<file path="src/rtl/seg_scan_ctrl_pkg.sv">
// Shared constants for the multiplexed 7-segment scanner.
// Covers the hex glyph patterns and the pad polarity.
package seg_scan_ctrl_pkg;

    localparam int unsigned SEG_W = 7;

    // Glyphs, active-high, bit 6 = a ... bit 0 = g
    localparam logic [SEG_W-1:0] SEG_HEX_0 = 7'h7E;
    localparam logic [SEG_W-1:0] SEG_HEX_1 = 7'h30;
    localparam logic [SEG_W-1:0] SEG_HEX_2 = 7'h6D;
    localparam logic [SEG_W-1:0] SEG_HEX_3 = 7'h79;
    localparam logic [SEG_W-1:0] SEG_HEX_4 = 7'h33;
    localparam logic [SEG_W-1:0] SEG_HEX_5 = 7'h5B;
    localparam logic [SEG_W-1:0] SEG_HEX_6 = 7'h5F;
    localparam logic [SEG_W-1:0] SEG_HEX_7 = 7'h70;
    localparam logic [SEG_W-1:0] SEG_HEX_8 = 7'h7F;
    localparam logic [SEG_W-1:0] SEG_HEX_9 = 7'h7B;
    localparam logic [SEG_W-1:0] SEG_HEX_A = 7'h77;
    localparam logic [SEG_W-1:0] SEG_HEX_B = 7'h1F;
    localparam logic [SEG_W-1:0] SEG_HEX_C = 7'h4E;
    localparam logic [SEG_W-1:0] SEG_HEX_D = 7'h3D;
    localparam logic [SEG_W-1:0] SEG_HEX_E = 7'h4F;
    localparam logic [SEG_W-1:0] SEG_HEX_F = 7'h47;
    localparam logic [SEG_W-1:0] SEG_OFF   = 7'h00;

    // Board pins for anodes and segments are active-low
    localparam bit SEG_ACTIVE_LOW = 1'b1;

    function automatic logic [SEG_W-1:0] seg_drive(input logic [SEG_W-1:0] pat);
        return SEG_ACTIVE_LOW ? ~pat : pat;
    endfunction

endpackage

</file>
<file path="src/rtl/seg_hex_decoder.sv">
// Hex nibble to 7-segment glyph, active-high; pad inversion happens at the caller's register.
module seg_hex_decoder
    import seg_scan_ctrl_pkg::*;
(
    input  logic [3:0]       nib,
    output logic [SEG_W-1:0] pat_c
);

    always_comb begin
        pat_c = SEG_OFF;
        case (nib)
            4'h0: pat_c = SEG_HEX_0;
            4'h1: pat_c = SEG_HEX_1;
            4'h2: pat_c = SEG_HEX_2;
            4'h3: pat_c = SEG_HEX_3;
            4'h4: pat_c = SEG_HEX_4;
            4'h5: pat_c = SEG_HEX_5;
            4'h6: pat_c = SEG_HEX_6;
            4'h7: pat_c = SEG_HEX_7;
            4'h8: pat_c = SEG_HEX_8;
            4'h9: pat_c = SEG_HEX_9;
            4'hA: pat_c = SEG_HEX_A;
            4'hB: pat_c = SEG_HEX_B;
            4'hC: pat_c = SEG_HEX_C;
            4'hD: pat_c = SEG_HEX_D;
            4'hE: pat_c = SEG_HEX_E;
            4'hF: pat_c = SEG_HEX_F;
            default: pat_c = SEG_OFF;
        endcase
    end

endmodule

</file>
<file path="src/rtl/seg_scan_ctrl.sv">
// Time-multiplexed NDIG-digit hex display driver with per-frame input snapshot,
// per-digit enable, decimal points, leading-zero blanking and PWM brightness.
module seg_scan_ctrl
    import seg_scan_ctrl_pkg::*;
#(
    parameter int unsigned NDIG     = 8,
    parameter int unsigned DIV_W    = 16,
    parameter int unsigned BRIGHT_W = 4
) (
    input  logic                  clk,
    input  logic                  rst,
    input  logic [4*NDIG-1:0]     data,
    input  logic [NDIG-1:0]       dp_mask,
    input  logic [NDIG-1:0]       dig_en,
    input  logic                  lz_blank,
    input  logic [BRIGHT_W-1:0]   bright,
    output logic [NDIG-1:0]       an,
    output logic [7:0]            seg,
    output logic                  frame_tk
);

    localparam int unsigned IDX_W  = (NDIG > 1) ? $clog2(NDIG) : 1;
    localparam int unsigned DATA_W = 4 * NDIG;

    logic [DIV_W-1:0]    pre;
    logic [IDX_W-1:0]    idx;
    logic [DATA_W-1:0]   data_snap;
    logic [NDIG-1:0]     dp_snap;
    logic [NDIG-1:0]     en_snap;
    logic                lz_snap;
    logic [BRIGHT_W-1:0] bright_snap;

    logic                capture_c;
    logic                slot_end_c;
    logic                last_c;
    logic [DATA_W-1:0]   data_eff_c;
    logic [NDIG-1:0]     dp_eff_c;
    logic [NDIG-1:0]     en_eff_c;
    logic                lz_eff_c;
    logic [BRIGHT_W-1:0] bright_eff_c;
    logic [BRIGHT_W-1:0] phase_c;
    logic [3:0]          nib_c;
    logic                dp_c;
    logic                en_c;
    logic                lz_c;
    logic [SEG_W-1:0]    pat_c;
    logic [NDIG-1:0]     an_nxt_c;
    logic [7:0]          seg_nxt_c;

    assign capture_c  = (pre == '0) && (idx == '0);
    assign slot_end_c = &pre;
    assign last_c     = (idx == IDX_W'(NDIG - 1));
    assign phase_c    = pre[DIV_W-1 -: BRIGHT_W];

    // Frame-start cycle uses the live inputs so the first slot matches the snapshot being taken
    assign data_eff_c   = capture_c ? data     : data_snap;
    assign dp_eff_c     = capture_c ? dp_mask  : dp_snap;
    assign en_eff_c     = capture_c ? dig_en   : en_snap;
    assign lz_eff_c     = capture_c ? lz_blank : lz_snap;
    assign bright_eff_c = capture_c ? bright   : bright_snap;

    // Digit select plus "this and all higher nibbles are zero" for leading-zero blanking
    always_comb begin
        logic zero_above;
        nib_c      = 4'h0;
        dp_c       = 1'b0;
        en_c       = 1'b0;
        lz_c       = 1'b0;
        zero_above = 1'b1;
        for (int i = NDIG - 1; i >= 0; i--) begin
            zero_above = zero_above && (data_eff_c[4*i +: 4] == 4'h0);
            if (idx == IDX_W'(i)) begin
                nib_c = data_eff_c[4*i +: 4];
                dp_c  = dp_eff_c[i];
                en_c  = en_eff_c[i];
                lz_c  = lz_eff_c && (i != 0) && zero_above;
            end
        end
    end

    seg_hex_decoder u_dec (
        .nib   (nib_c),
        .pat_c (pat_c)
    );

    always_comb begin
        an_nxt_c  = '1;
        seg_nxt_c = {seg_drive(pat_c), ~dp_c};
        if (lz_c) begin
            seg_nxt_c[7:1] = seg_drive(SEG_OFF);
        end
        if (en_c && (phase_c <= bright_eff_c)) begin
            an_nxt_c = ~(NDIG'(1) << idx);
        end
    end

    always_ff @(posedge clk) begin
        if (rst) begin
            pre         <= '0;
            idx         <= '0;
            data_snap   <= '0;
            dp_snap     <= '0;
            en_snap     <= '0;
            lz_snap     <= 1'b0;
            bright_snap <= '0;
            an          <= '1;
            seg         <= 8'hFF;
            frame_tk    <= 1'b0;
        end else begin
            pre <= pre + DIV_W'(1);
            if (slot_end_c) begin
                idx <= last_c ? '0 : idx + IDX_W'(1);
            end
            if (capture_c) begin
                data_snap   <= data;
                dp_snap     <= dp_mask;
                en_snap     <= dig_en;
                lz_snap     <= lz_blank;
                bright_snap <= bright;
            end
            an       <= an_nxt_c;
            seg      <= seg_nxt_c;
            frame_tk <= slot_end_c && last_c;
        end
    end

endmodule

</file>
<file path="config.mk">
export PLATFORM = sky130hd
export DESIGN_NAME = seg_scan_ctrl
export DESIGN_NICKNAME = d
export VERILOG_FILES = /design/src/rtl/seg_scan_ctrl_pkg.sv /design/src/rtl/seg_hex_decoder.sv /design/src/rtl/seg_scan_ctrl.sv
export SDC_FILE = /design/constraint.sdc
export NUM_CORES = 1
export LEC_CHECK = 0
export BUFFER_PORTS_ARGS = -buffer_cell sky130_fd_sc_hd__clkbuf_2
export CORE_MARGIN = 2
export CORE_UTILIZATION = 40
export CTS_CLUSTER_SIZE = 20
export DETAILED_ROUTE_END_ITERATION = 8
export PLACE_DENSITY = 0.62
export SETUP_SLACK_MARGIN = 0.3
export SYNTH_ARGS = -nofsm -noshare
export SYNTH_HDL_FRONTEND = slang
export SYNTH_SLANG_ARGS = --single-unit
</file>
<file path="constraint.sdc">
create_clock -name clk -period 5.35 [get_ports clk]
set_clock_uncertainty 0.05 [all_clocks]
set_input_delay 0.8025 -clock clk [delete_from_list [all_inputs] [get_ports clk]]
set_output_delay 0.8025 -clock clk [all_outputs]
set_load 0.05 [all_outputs]
</file>
==> Yosys cells after proc, flatten, opt, wreduce, memory -nomap -nowiden <==
Memory sizes are Yosys's and may differ from the RTL's.
Cells that the tools add are included.
{ "word_totals": {"reg_bits": 89, "latch_bits": 0, "ramBits": 0, "romBits": 112, "output_inout_bits": 17, "n_memories": 1} }
{ "mem_list": {"columns": ["memory", "depth", "word_bits", "read_ports", "rd_clocked_by_memory_dff", "wr", "line_no", "text"], "rows": [
  ["(no name shown)", 16, 7, 1, 0, 0, "seg_hex_decoder.sv:11", "case (nib)"]
]} }
{ "op_classes": {"n_addsub": 2, "mul": 0, "n_div": 0, "order_cmp": 1, "eq_ne": 7, "n_shift": 1, "muxes": 38, "bitwise": 4, "n_reduce_logical": 28} }
{ "op_table": {"columns": ["operator", "n"], "rows": [
  ["4-bit 2-to-1 mux", 9],
  ["32-bit 2-to-1 mux", 1],
  ["4-bit zero test", 7],
  ["1-bit 2-to-1 mux", 25],
  ["16-bit by 1-bit adder with 16-bit output, second input constant", 1],
  ["1-bit logical AND", 16],
  ["16-bit zero test", 1],
  ["8-bit 2-to-1 mux", 2],
  ["16-bit AND reduction", 1],
  ["3-bit equality test, second input constant", 4],
  ["8-bit inverter", 1],
  ["1-bit by 3-bit << shifter with 8-bit output, first input constant", 1],
  ["7-bit inverter", 1],
  ["3-bit by 2-bit equality test with 1-bit output, second input constant", 2],
  ["4-bit <= comparator", 1],
  ["2-bit OR reduction", 2],
  ["3-bit by 1-bit adder with 3-bit output, second input constant", 1],
  ["3-bit by 1-bit equality test with 1-bit output, second input constant", 1],
  ["3-bit zero test", 1],
  ["3-bit 2-to-1 mux", 1],
  ["1-bit inverter", 2]
]} }

==> Longest topological paths before layout <==
Gate-level depths: netlist of run 1.
{ "logic_depth": {"word_depth": 14, "mapped_depth": 24, "mapped_depth_nobuf": 17} }

==> Hierarchy <==
Synthesis of run 1 repeated with hierarchy kept, for this count alone.
{ "hier_totals": {"cells_unflattened": 522, "hier_area_um2": 4463.0} }
{ "modules_own_cells": {"columns": ["module", "instances", "cells_each", "area_each_um2"], "rows": [
  ["seg_scan_ctrl", 1, 489, 4175.3],
  ["seg_hex_decoder", 1, 33, 287.8]
]} }

==> Worst setup path before layout of run 1 <==
OpenSTA, ideal clock, no wires.
{ "synth_path": {"path_type": "register -> register", "startpoint": "reg idx[0]", "endpoint": "reg an[6]", "setup_time_ns": 0.140, "arrival_ns": 3.668, "path_slack_ns": 1.491, "stages_incl_launch_ff": 25, "n_path_buf": 7, "synth_period_minus_slack_ns": 3.859, "path_cell_list": "dfxtp_1 inv_1 ha_1 buf_6 nor2b_4 buf_6 and2_1 buf_6 nand2_8 buf_6 buf_4 buf_2 clkbuf_1 nand2_1 nand2_1 ha_1 nor2b_1 o21ai_0 nand2b_1 a21oi_1 a41oi_1 a211o_1 a211oi_1 and2b_1 nand3_1"} }
{ "synth_rtl": {"columns": ["item", "line_no", "text"], "rows": [
  ["start: declaration", "seg_scan_ctrl.sv:26", "logic [IDX_W-1:0] idx;"],
  ["start signal: assignment", "seg_scan_ctrl.sv:112", "idx <= last_c ? '0 : idx + IDX_W'(1);"],
  ["3-bit zero test", "seg_scan_ctrl.sv:50", "assign capture_c = (pre == '0) && (idx == '0);"],
  ["1-bit logical AND", "seg_scan_ctrl.sv:50", null],
  ["4-bit 2-to-1 mux", null, null],
  ["via bright_eff_c[0]", "seg_scan_ctrl.sv:40", "logic [BRIGHT_W-1:0] bright_eff_c;"],
  ["4-bit <= comparator", "seg_scan_ctrl.sv:92", "if (en_c && (phase_c <= bright_eff_c)) begin"],
  ["1-bit logical AND", "seg_scan_ctrl.sv:92", null],
  ["1-bit inverter (no line)", null, null],
  ["2-bit OR reduction (no line)", null, null],
  ["end signal: assignment", "seg_scan_ctrl.sv:121", "an <= an_nxt_c;"],
  ["end: declaration", "seg_scan_ctrl.sv:17", "output logic [NDIG-1:0] an,"]
]} }
The timed path passes the listed nets, and every way through them passes these cells.
A chain may end at the register's enable or synchronous reset.

==> Worst setup path after layout of run 1 <==
{ "layout_path": {"startpoint": "reg idx[0]", "endpoint": "reg seg[1]"} }
{ "layout_via": {"elab_chain_cells": 14} }
{ "layout_rtl": {"columns": ["item", "line_no", "text"], "rows": [
  ["branches (longest 14 deep; another with memory 16 x 7 bit)", null, null],
  ["end signal: assignment", "seg_scan_ctrl.sv:122", "seg <= seg_nxt_c;"],
  ["end: declaration", "seg_scan_ctrl.sv:18", "output logic [7:0] seg,"]
]} }
Parallel ways; which one is timed is not known.

==> results of run 1 <==
state kept, by name (all words and copies together) (netlist names):
name         flops
bright_snap      4
data_snap       32
idx              3
dp_snap          8
pre             16
an               8
seg              8
en_snap          8
lz_snap          1
frame_tk         1
worst paths after layout:
| kind | end | depth (start not counted) |
|---|---|---|
| hold / removal | dp_snap[4]$_SDFF_PP0_ | 2 |
| setup / recovery | seg[1]$_SDFF_PP1_ | 13 |
| hold reg to reg | dp_snap[4]$_SDFF_PP0_ | 2 |
| setup reg to reg | seg[1]$_SDFF_PP1_ | 13 |
metrics by stage:
step	hold WS [ns]	area [µm²]	utilization, %
after floorplan	0.376	4390	-
after global placement	0.383	4770	44.2
after detailed placement	0.391	4770	44.2
after CTS	0.403	4920	45.6
after global routing	0.435	4920	45.6
final	0.405	4920	45.6
layer usage:
layer  share of wire (%)  vias up
li1                    -     1876
met1                  45     1764
met2                  47      111
met3                 5.8       19
met4                 2.3        0
met5                   0        -
layout by cell type (no fill, tap or decap), types with 11 or more instances in the layout:
cell type / instances
nand3_1: 13
nor2_1: 51
inv_1: 13
xor2_1: 11
nand2_1: 70
dfxtp_1: 89
a21oi_1: 48
ha_1: 18
mux2i_1: 26
clkbuf_2: 71
o21ai_0: 13
nor3_1: 11
tightest hold or removal path, delay by kind of cell, from the launching register on:
kind,cells,cell delay [ns]
AOI/OAI and AO/OA,1,0.05
DFF,1,0.31
and+or+nand+nor,1,0.05
kinds of logic after synthesis:
kind of cell,share of synthesized area [%]
mux,7.89
compound gates,16.3
flops,40.5
simple gates,22.2
xor+xnor,2.99
buf+inv,4.95
fa+ha+maj,5.13
final cells by class:
cell class	count	share of cell area [%]
clock inverters	4	0.457
well taps	140	3.56
multi-input cells	370	48.7
flip-flops and latches	89	36.2
inverters	13	0.991
clock buffers	10	2.59
repair buffers	73	7.52
power groups by stage:
stage | combinational [mW] | clock [mW] | sequential [mW]
2_1_floorplan | 0.213 | 0 | 0.783
3_3_place_gp | 0.315 | 0 | 0.754
3_5_place_dp | 0.323 | 0 | 0.756
4_1_cts | 0.326 | 0.403 | 0.740
5_1_grt | 0.358 | 0.423 | 0.746
6_report | 0.325 | 0.389 | 0.740
==> results.txt, run 1 <==
Outcome: complete, no violations
Skew-Pair Late Insertion Delay: 0.37 ns
Number of synthesized flops with an enable pin: 0
Netlist cell types: 57
Antenna violations before repair: 0
Ratio of cells with drive above 1 in the final layout: 19.0%
CTS sink count: 89
Met2 usage: 32.1%
Worst EP arrival: 4.27 ns
Fin cells: 699
RSZ-0062 raised after global routing: no
GP Congestion: 0.885
Final #Nets: 629
Hold_sp: dp_snap[4]$_SDFF_PP0_
Initial Utilization: 40.7%
Pin count of the biggest net entering global routing: 72
Reg area: 1780 µm²
Tot Pwr: 1.45 mW
# DRC: 0
CP bufs+invs: 2
Synth area leader: dfxtp_1
Num rows: 38
Worst vdd ir: 161 µV
1st-iter DRT viols: 182
Clk pwr share: 26.7%
Pint: 996 µW
Total gr overflow: 0
Routed Antenna Nets: 0
Synthesized area per cell: 8.75 µm²
Yosys warns: 0
Final setup vio count: 0
DR vias: 3770
Final Max Tran Viols: 0
Via/cell ratio: 5.39
Crit-path slowest cell: mux2_4
Most common cell in the synthesized netlist: dfxtp_1
Dpl ws: 1.33 ns
GR met1 Demand/Resource: 25.4%
Tot GR Track Use: 19.8%
Worst Path Max Fanout: 51
Root Driver: clkbuf_8
R2R Setup Slk: 1.29 ns
Placed Cells: 685
Die Span Y: 109 µm
N_diodes: 0
Net Sw Frac: 31.5%
Relative slew slack: 28.1%
Clock-pin slew on the worst setup and hold paths: 0.08 ns
Pwr dens: 295 nW/µm²
Minimum clock period: 4.06 ns
Comb pwr share: 22.4%
Number of global-route vias before repair: 3682
CTS Buf Count: 9
Worst setup SP type: flip-flop
Commonest cells in the netlist: dfxtp_1, nand2_1, nor2_1
Layout area overhead: 12.0%
Multi-input logic area: 2400 µm²
Buffer count from post-CTS setup fixing: 0
Mapped cell area: 4390 µm²
Final Cycle Share: 76.0%
Post-Synthesis Cells: 502
Die Span X: 109 µm
IO Count: 72
H-tree Lvls: 3
Net Switching: 458 µW
Seq cells post-synth: 89
Leakage power: 2.09 nW
Top-area cell type share of the netlist area: 40.5%
WS Path Type: reg -> reg
Fmax: 246 MHz
Hold_buf cts: 0
Worst Setup Slack, final: 1.29 ns
Core footprint: 10800 µm²
Worst path required time: 5.56 ns
Critical path origin: idx[0]$_SDFFE_PP0P_
Delay-heaviest family, CP: simple AND/OR/NAND/NOR gates
Buffers from clock root to sink, at most: 2
Max cap viols: 0
CTS tree: done
Synth async-reset ratio: 0%
Final WL: 11200 µm
Part of the Yosys area used for sequential elements: 40.5%
GR peak layer: met2
Met3 usage: 4.72%
Hpwl dp: 8270 µm
Post-CTS sizing: 0
Sequential power share: 50.9%
Drt pass-1 iters: 4
Worst path max stage delay: 0.40 ns
Setup TNS: 0 ns
First-pass GRT wire length: 18000 µm
Syn Nets: 575
CP endpoint kind: flip-flop
Average wire per standard cell: 16.1 µm
Actual transition at the worst max-transition pin: 1.08 ns
Hold WC Path Type: reg -> reg
CP Cell Sequence: inv_1 -> ha_1 -> nor2b_4 -> and2_1 -> nand2_8 -> mux2_4 -> a221o_1 -> a211o_1 -> o31ai_4 -> inv_1 -> ha_1 -> mux2_2 -> a221o_1
IO Port Bufs: 71
Reg2reg start: idx[0]$_SDFFE_PP0P_
Die area: 11800 µm²
Final number of hold-violating endpoints: 0
Area contributors post-synth: dfxtp_1, nand2_1, mux2i_1
Layout fillers: 1088
Commonest register cell after synthesis: dfxtp_1
Note: power is estimated with default switching activity, not from simulation.
==> inputs of run 2 (changes only) <==
--- a/config.mk
+++ b/config.mk
@@ -5,12 +5,13 @@
 export SDC_FILE = /design/constraint.sdc
 export NUM_CORES = 1
 export LEC_CHECK = 0
+export ABC_AREA = 1
 export BUFFER_PORTS_ARGS = -buffer_cell sky130_fd_sc_hd__clkbuf_2
 export CORE_MARGIN = 2
 export CORE_UTILIZATION = 40
 export CTS_CLUSTER_SIZE = 20
 export DETAILED_ROUTE_END_ITERATION = 8
-export PLACE_DENSITY = 0.62
+export PLACE_DENSITY = 0.64
 export SETUP_SLACK_MARGIN = 0.3
 export SYNTH_ARGS = -nofsm -noshare
 export SYNTH_HDL_FRONTEND = slang
==> constraint.sdc (replaced) <==
create_clock -name clk -period 3.7 [get_ports clk]
set_clock_uncertainty 0.05 [all_clocks]
set_input_delay 0.555 -clock clk [delete_from_list [all_inputs] [get_ports clk]]
set_output_delay 0.555 -clock clk [all_outputs]
set_load 0.05 [all_outputs]
==> run 2 against run 1 <==
  * First-iteration DRC count is 18% higher
  * Via count is 14% higher
  * Sequential power is 43% higher
  * Register-to-register slack worse by 0.74 ns
  * Area after synthesis is 3.6% higher
  * Critical endpoint unchanged
  * Highest routed layer unchanged
==> results.txt, run 2 <==
Tot GR Track Use: 19.4% (-0.45 points)
Top-area cell type share of the netlist area: 39.1% (-1.4 points)
Final core occ: 49.5% (+3.8 points)
Antenna violations before repair: 0 (unchanged)
Placed Cells: 857 (+25%)
Commonest register cell after synthesis: dfxtp_1
First-pass GRT wire length: 19300 µm (+7.1%)
IO Count: 72 (unchanged)
DR vias: 4293 (+14%)
Routed Antenna Nets: 0 (unchanged)
WS Path Type: reg -> reg
Setup TNS: 0 ns (unchanged)
Average wire per standard cell: 13.4 µm (-17%)
Dpl ws: 0.365 ns (-0.968 ns)
Via/cell ratio: 4.89 (-9.3%)
Final setup vio count: 0 (unchanged)
Hold_buf cts: 0 (unchanged)
Synthesized area per cell: 6.96 µm² (-20%)
CTS Buf Count: 9 (unchanged)
Largest reg by FF count: data_snap
N_diodes: 0 (unchanged)
Minimum clock period: 3.15 ns (-0.910 ns)
CP Depth: 22 (+9)
Post-Synthesis Cells: 654 (+30%)
Leading cell type in the layout, fill and taps excluded: nand2_1
Leading registers by flop count: data_snap: 32 flops, pre: 16 flops
Commonest non-fill, non-tap cells in the layout: nand2_1, inv_1, dfxtp_1
Worst path max stage delay: 0.34 ns (-0.06 ns)
GP Congestion: 0.927 (+4.9%)
Synth area leader: dfxtp_1
R2R cell count: 22 (+9)
Hold WC Path Type: reg -> reg
Outcome: complete, no violations
Worst Path Max Fanout: 12 (-76%)
Worst Setup Slack, final: 0.545 ns (-0.740 ns)
R2R Setup Slk: 0.55 ns (-0.74 ns)
Drt pass-1 iters: 5 (+1)
Ratio of cells with drive above 1 in the final layout: 16.4% (-2.6 points)
Fmax: 317 MHz (+29%)
IO Port Bufs: 71 (unchanged)
R2r endpoint: seg[1]$_SDFF_PP1_
Die area: 12300 µm² (+3.5%)
Total gr overflow: 0 (unchanged)
Leakage power: 2.76 nW (+32%)
RSZ-0062 raised after global routing: yes
Layout area overhead: 19.3%
CTS tree: done
Final number of hold-violating endpoints: 0 (unchanged)
CTS sink count: 89 (unchanged)
Actual transition at the worst max-transition pin: 0.776 ns (-0.303 ns)
Most frequent cell on the critical path: nand2_1
Skew-Pair Late Insertion Delay: 0.34 ns (-0.03 ns)
Relative slew slack: 48.2% (+20 points)
Crit-path slowest cell: dfxtp_1
Area contributors post-synth: dfxtp_1, nand2_1, inv_1
Synth async-reset ratio: 0% (unchanged)
Worst setup SP type: flip-flop
Commonest cells in the netlist: nand2_1, inv_1, dfxtp_1
Hpwl dp: 8770 µm (+6.0%)
Mapped cell area: 4550 µm² (+3.6%)
# DRC: 0 (unchanged)
Worst EP arrival: 3.33 ns (-0.94 ns)
Final Cycle Share: 85.3% (+9.3 points)
Most common cell in the synthesized netlist: nand2_1
Number of global-route vias before repair: 4121 (+12%)
Final Max Tran Viols: 0 (unchanged)
Die Span X: 111 µm (+1.7%)
Die Span Y: 111 µm (+1.7%)
CP Cell Sequence: inv_1 -> ha_1 -> inv_1 -> nor2_4 -> inv_4 -> nor2_4 -> nand3_4 -> inv_1 -> nand2_1 -> nand3_1 -> nand3_1 -> nand2_1 -> nand2_1 -> nand2_1 -> nand2_1 -> a21oi_4 -> inv_1 -> ha_1 -> nand3_1 -> nand2_1 -> nand2_1 -> nand3_1
Part of the Yosys area used for sequential elements: 39.1% (-1.4 points)
Clock-pin slew on the worst setup and hold paths: 0.06 ns (-0.02 ns)
Yosys warns: 0 (unchanged)
CP endpoint kind: flip-flop
Fin cells: 878 (+26%)
Tot Pwr: 2.59 mW (+78%)
Worst vdd ir: 218 µV (+36%)
Pin count of the biggest net entering global routing: 36 (-50%)
Delay-heaviest family, CP: simple AND/OR/NAND/NOR gates
Pwr dens: 477 nW/µm² (+62%)
Netlist cell types: 44 (-23%)
Syn Nets: 727 (+26%)
Max cap viols: 0 (unchanged)
Final #Nets: 806 (+28%)
Number of synthesized flops with an enable pin: 0 (unchanged)
Crit path capture: seg[1]$_SDFF_PP1_
Buffers from clock root to sink, at most: 2 (unchanged)
Reg2reg start: idx[0]$_SDFFE_PP0P_
Worst path required time: 3.88 ns (-1.68 ns)
1st-iter DRT viols: 215 (+18%)
CP bufs+invs: 5 (+3)
Num rows: 38 (unchanged)
H-tree Lvls: 3 (unchanged)
Initial Utilization: 41.5% (+0.74 points)
Final WL: 11800 µm (+4.7%)
Critical path origin: idx[0]$_SDFFE_PP0P_
Seq cells post-synth: 89 (unchanged)
Root Driver: clkbuf_16
Core footprint: 11000 µm² (+1.8%)
Max FFs per register: 32 (unchanged)
==> run 2: changes by cell type after synthesis, sizes merged, moves of 12 or more <==
cell / delta
a21oi: -15
o21ai: +18
inv: +81
nor4: -12
nand3: +51
nand2: +93
nor2: +33
==> run 2: area by class of cell <==
| type | count | area [µm²] |
|---|---|---|
| clock buffers | 11 | 243 |
| inverters | 97 | 370 |
| multi-input cells | 454 | 2340 |
| flip-flops and latches | 89 | 1780 |
| fillers | 1105 | 5550 |
| repair buffers | 82 | 442 |
| clock inverters | 5 | 78.8 |
| well taps | 140 | 175 |
==> run 2: cell families (layout without fill, tap and decap cells) <==
| logic type | Yosys count | after routing | synth area share (%) |
|---|---|---|---|
| AND/OR/NAND/NOR | 339 | 340 | 32.0 |
| multiplexers | 18 | 18 | 4.12 |
| buffers and inverters | 112 | 195 | 9.89 |
| XOR/XNOR | 2 | 2 | 0.385 |
| AO/OA/AOI/OAI | 76 | 76 | 9.48 |
| flip-flops | 89 | 89 | 39.1 |
| adder cells (fa/ha/maj) | 18 | 18 | 4.95 |
==> run 2: worst min-delay path by stage <==
stage	startpoint	end	slack, ns	cells after the start
6_report	pre[0]$_SDFF_PP0_	pre[0]$_SDFF_PP0_	0.40	1
5_1_grt	pre[0]$_SDFF_PP0_	pre[0]$_SDFF_PP0_	0.44	1
4_1_cts	pre[0]$_SDFF_PP0_	pre[0]$_SDFF_PP0_	0.40	1
3_5_place_dp	pre[0]$_SDFF_PP0_	pre[0]$_SDFF_PP0_	0.39	1
3_3_place_gp	pre[0]$_SDFF_PP0_	pre[0]$_SDFF_PP0_	0.38	1
2_1_floorplan	pre[0]$_SDFF_PP0_	pre[0]$_SDFF_PP0_	0.37	1
==> run 2: through the flow <==
stage	cell area [µm²]	hold slack, ns
2_1_floorplan	4550	0.367
3_3_place_gp	5050	0.381
3_5_place_dp	5050	0.388
4_1_cts	5370	0.403
5_1_grt	5430	0.436
6_report	5430	0.401
==> run 2: metal layers <==
metal / vias to the layer above / GRT usage, % / share of wire, %
met4: 0 / 7.42 / 2.0
met2: 113 / 32.8 / 48
met3: 20 / 3.72 / 5.4
met5: - / 0 / 0
li1: 2221 / - / -
met1: 1939 / 24.4 / 45
==> run 2: where the power goes <==
group	internal [mW]	switching, mW
logic	0.185	0.364
clock network	0.609	0.373
registers	1.04	0.0204
total	1.83	0.757
==> run 2: timing repair <==
| action | CTS | global route |
|---|---|---|
| hold endpoints to repair | 0 | 0 |
| setup buffers | 0 | 4 |
| gates resized for setup | 0 | 4 |
| endpoints found under the setup margin | 0 | 7 |
==> inputs of run 3 (changes only) <==
==> constraint.sdc (replaced) <==
create_clock -name clk -period 2.7 [get_ports clk]
set_clock_uncertainty 0.05 [all_clocks]
set_input_delay 0.405 -clock clk [delete_from_list [all_inputs] [get_ports clk]]
set_output_delay 0.405 -clock clk [all_outputs]
set_load 0.05 [all_outputs]
==> run 3 against run 2 <==
  * Flip-flop and latch count unchanged
  * First-iteration DRC count up 7.9%
  * Sequential power up 38%
  * Worst hold slack worse by 0.13 ns
  * Clock power up 29%
  * Cell count up 5.0%
  * Critical path depth unchanged
  * Total power up 43%
  * Utilization up 7.2 points
  * Die area unchanged
  * Routed wire length up 7.2%
  * Via count up 5.3%
  * Largest power group unchanged
==> results.txt, run 3 (synthesis gave the netlist of run 2 again) <==
Outcome: complete, no violations
Setup TNS: 0 ns (unchanged)
# DRC: 0 (unchanged)
Largest reg by FF count: data_snap
Final #Nets: 850 (+5.5%)
Routed Antenna Nets: 0 (unchanged)
1st-iter DRT viols: 232 (+7.9%)
CTS Buf Count: 9 (unchanged)
Fmax: 381 MHz (+20%)
CP endpoint kind: flip-flop
Hold WC Path Type: in -> reg
Net Sw Frac: 31.2% (+2.0 points)
Max cap viols: 0 (unchanged)
Pin count of the biggest net entering global routing: 36 (unchanged)
Final core occ: 56.6% (+7.2 points)
Clock-pin slew on the worst setup and hold paths: 0.07 ns (about the same)
Tot GR Track Use: 20.6% (+1.2 points)
Worst EP arrival: 2.81 ns (-0.52 ns)
Ratio of cells with drive above 1 in the final layout: 30.4% (+14 points)
Core footprint: 11000 µm² (unchanged)
Max FFs per register: 32 (unchanged)
DR vias: 4522 (+5.3%)
R2r endpoint: seg[4]$_SDFF_PP1_
Die Span Y: 111 µm (unchanged)
Multi-input logic area: 2730 µm² (+17%)
IO Count: 72 (unchanged)
Leading registers by flop count: data_snap: 32 flops, pre: 16 flops
Final number of hold-violating endpoints: 0 (unchanged)
N_diodes: 0 (unchanged)
RSZ-0062 raised after global routing: yes
Actual transition at the worst max-transition pin: 0.402 ns (-0.375 ns)
Layout fillers: 1008 (-8.8%)
Commonest non-fill, non-tap cells in the layout: nand2_1, dfxtp_1, nor2_1
Clk pwr share: 34.1% (-3.8 points)
R2R cell count: 22 (unchanged)
Antenna violations before repair: 0 (unchanged)
CTS sink count: 89 (unchanged)
Final Max Tran Viols: 0 (unchanged)
CP Cell Sequence: inv_2 -> ha_4 -> inv_2 -> nor2_4 -> nand2_2 -> nor2_4 -> nand3_4 -> buf_12 -> nand2_2 -> nand3_1 -> nand3_1 -> nand2_1 -> nand2_1 -> nand2_1 -> nand2_1 -> nand2_1 -> nand2_4 -> inv_4 -> ha_4 -> nand3_2 -> nand3_2 -> nand3_1
First-pass GRT wire length: 20600 µm (+6.8%)
WS Path Type: reg -> reg
Final Cycle Share: 97.3% (+12 points)
Worst vdd ir: 275 µV (+26%)
Skew-Pair Late Insertion Delay: 0.35 ns (about the same)
Hold Path Sink: data_snap[15]$_SDFF_PP0_
Total gr overflow: 0 (unchanged)
Die Span X: 111 µm (unchanged)
Net Switching: 1.16 mW (+53%)
GP Congestion: 0.914 (-1.4%)
Layout area overhead: 36.5%
IO Port Bufs: 71 (unchanged)
Via/cell ratio: 4.90 (+0.31%)
Leading cell type in the layout, fill and taps excluded: nand2_1
Hpwl dp: 8920 µm (+1.7%)
Num rows: 38 (unchanged)
Sequential power share: 39.3% (-1.6 points)
CTS tree: done
Leakage power: 3.03 nW (+9.8%)
Hold_buf cts: 0 (unchanged)
Hold_sp: data[15]
Minimum clock period: 2.63 ns (-0.527 ns)
Drt pass-1 iters: 4 (-1)
Number of global-route vias before repair: 4474 (+8.6%)
Comb pwr share: 26.6% (+5.4 points)
Hold path cells: 3 (+2)
Pwr dens: 597 nW/µm² (+25%)
Buffers from clock root to sink, at most: 2 (unchanged)
Worst setup SP type: flip-flop
Relative slew slack: 73.2% (+25 points)
Initial Utilization: 41.5% (unchanged)
Die area: 12300 µm² (unchanged)
Final setup vio count: 0 (unchanged)
Final WL: 12600 µm (+7.2%)
Most frequent cell on the critical path: nand2_1
Worst path max stage delay: 0.33 ns (about the same)
Reg area: 1790 µm² (+0.28%)
Root Driver: clkbuf_16
H-tree Lvls: 3 (unchanged)
Reg2reg start: pre[1]$_SDFF_PP0_
R2R Setup Slk: 0.07 ns (-0.47 ns)
Pint: 2.55 mW (+39%)
Worst path required time: 2.88 ns (-1.00 ns)
Crit-path slowest cell: dfxtp_2
Average wire per standard cell: 13.7 µm (+2.1%)
Worst Path Max Fanout: 8 (-4)
[run 3: cell type report]
cell class                 instances  share of cell area [%]
clock buffer                       9                    3.62
clock inverter                     7                    1.13
inverter                          97                    5.98
multi-input combinational        453                    43.9
sequential                        89                    28.7
tap                              140                    2.82
timing repair buffer             127                    13.8
[run 3: per-layer routing]
| metal | vias up | GRT usage [%] | wire length [µm] |
|---|---|---|---|
| met4 | 0 | 9.58 | 342 |
| met2 | 109 | 34.4 | 5990 |
| li1 | 2316 | - | - |
| met1 | 2066 | 25.9 | 5740 |
| met3 | 31 | 3.77 | 535 |
| met5 | - | 0 | 0 |
[run 3: power by group through the flow]
stage | Clock (mW) | Sequential (mW) | Combinational [mW]
global route | 1.33 | 1.47 | 1.08
finish | 1.27 | 1.46 | 0.987
global placement | 0 | 1.48 | 0.774
floorplan | 0 | 1.55 | 0.478
CTS | 1.28 | 1.46 | 0.913
detailed placement | 0 | 1.48 | 0.789
[run 3: through the flow]
stage | cells | power [mW] | worst slack (ns) | instance area, µm² | hold slack [ns]
detailed placement | 884 | 2.27 | -0.0736 | 5310 | 0.405
finish | 922 | 3.71 | 0.0729 | 6220 | 0.267
global placement | 884 | 2.25 | 0.0157 | 5310 | 0.400
global route | 922 | 3.89 | -0.123 | 6220 | 0.283
CTS | 918 | 3.65 | 0.0999 | 5980 | 0.265
floorplan | 654 | 2.03 | -0.150 | 4580 | 0.367
[run 3: what timing repair did]
action,in CTS,in global routing
cloned,1,0
endpoints found under the setup margin,19,21
buffers inserted,17,4
resized for setup,53,47
pin swaps,21,21
hold endpoints to repair,0,0
[run 3: worst max-delay path by stage]
stage	slack, ns	to	cells past startpoint	startpoint
floorplan	-0.15	an[7]$_SDFF_PP1_	18	idx[0]$_SDFFE_PP0P_
global placement	0.02	seg[4]$_SDFF_PP1_	22	pre[0]$_SDFF_PP0_
detailed placement	-0.07	seg[4]$_SDFF_PP1_	22	pre[1]$_SDFF_PP0_
CTS	0.1	seg[4]$_SDFF_PP1_	22	idx[0]$_SDFFE_PP0P_
global route	-0.12	seg[7]$_SDFF_PP1_	21	idx[1]$_SDFFE_PP0P_
finish	0.07	seg[4]$_SDFF_PP1_	22	pre[1]$_SDFF_PP0_
[run 3: critical path, delay by kind of cell (launching register included)]
kind                       cells  cell delay (ns)
DFF                            1             0.33
adders and majority gates      2             0.40
buffers and inverters          4             0.39
and+or+nand+nor               16             1.36
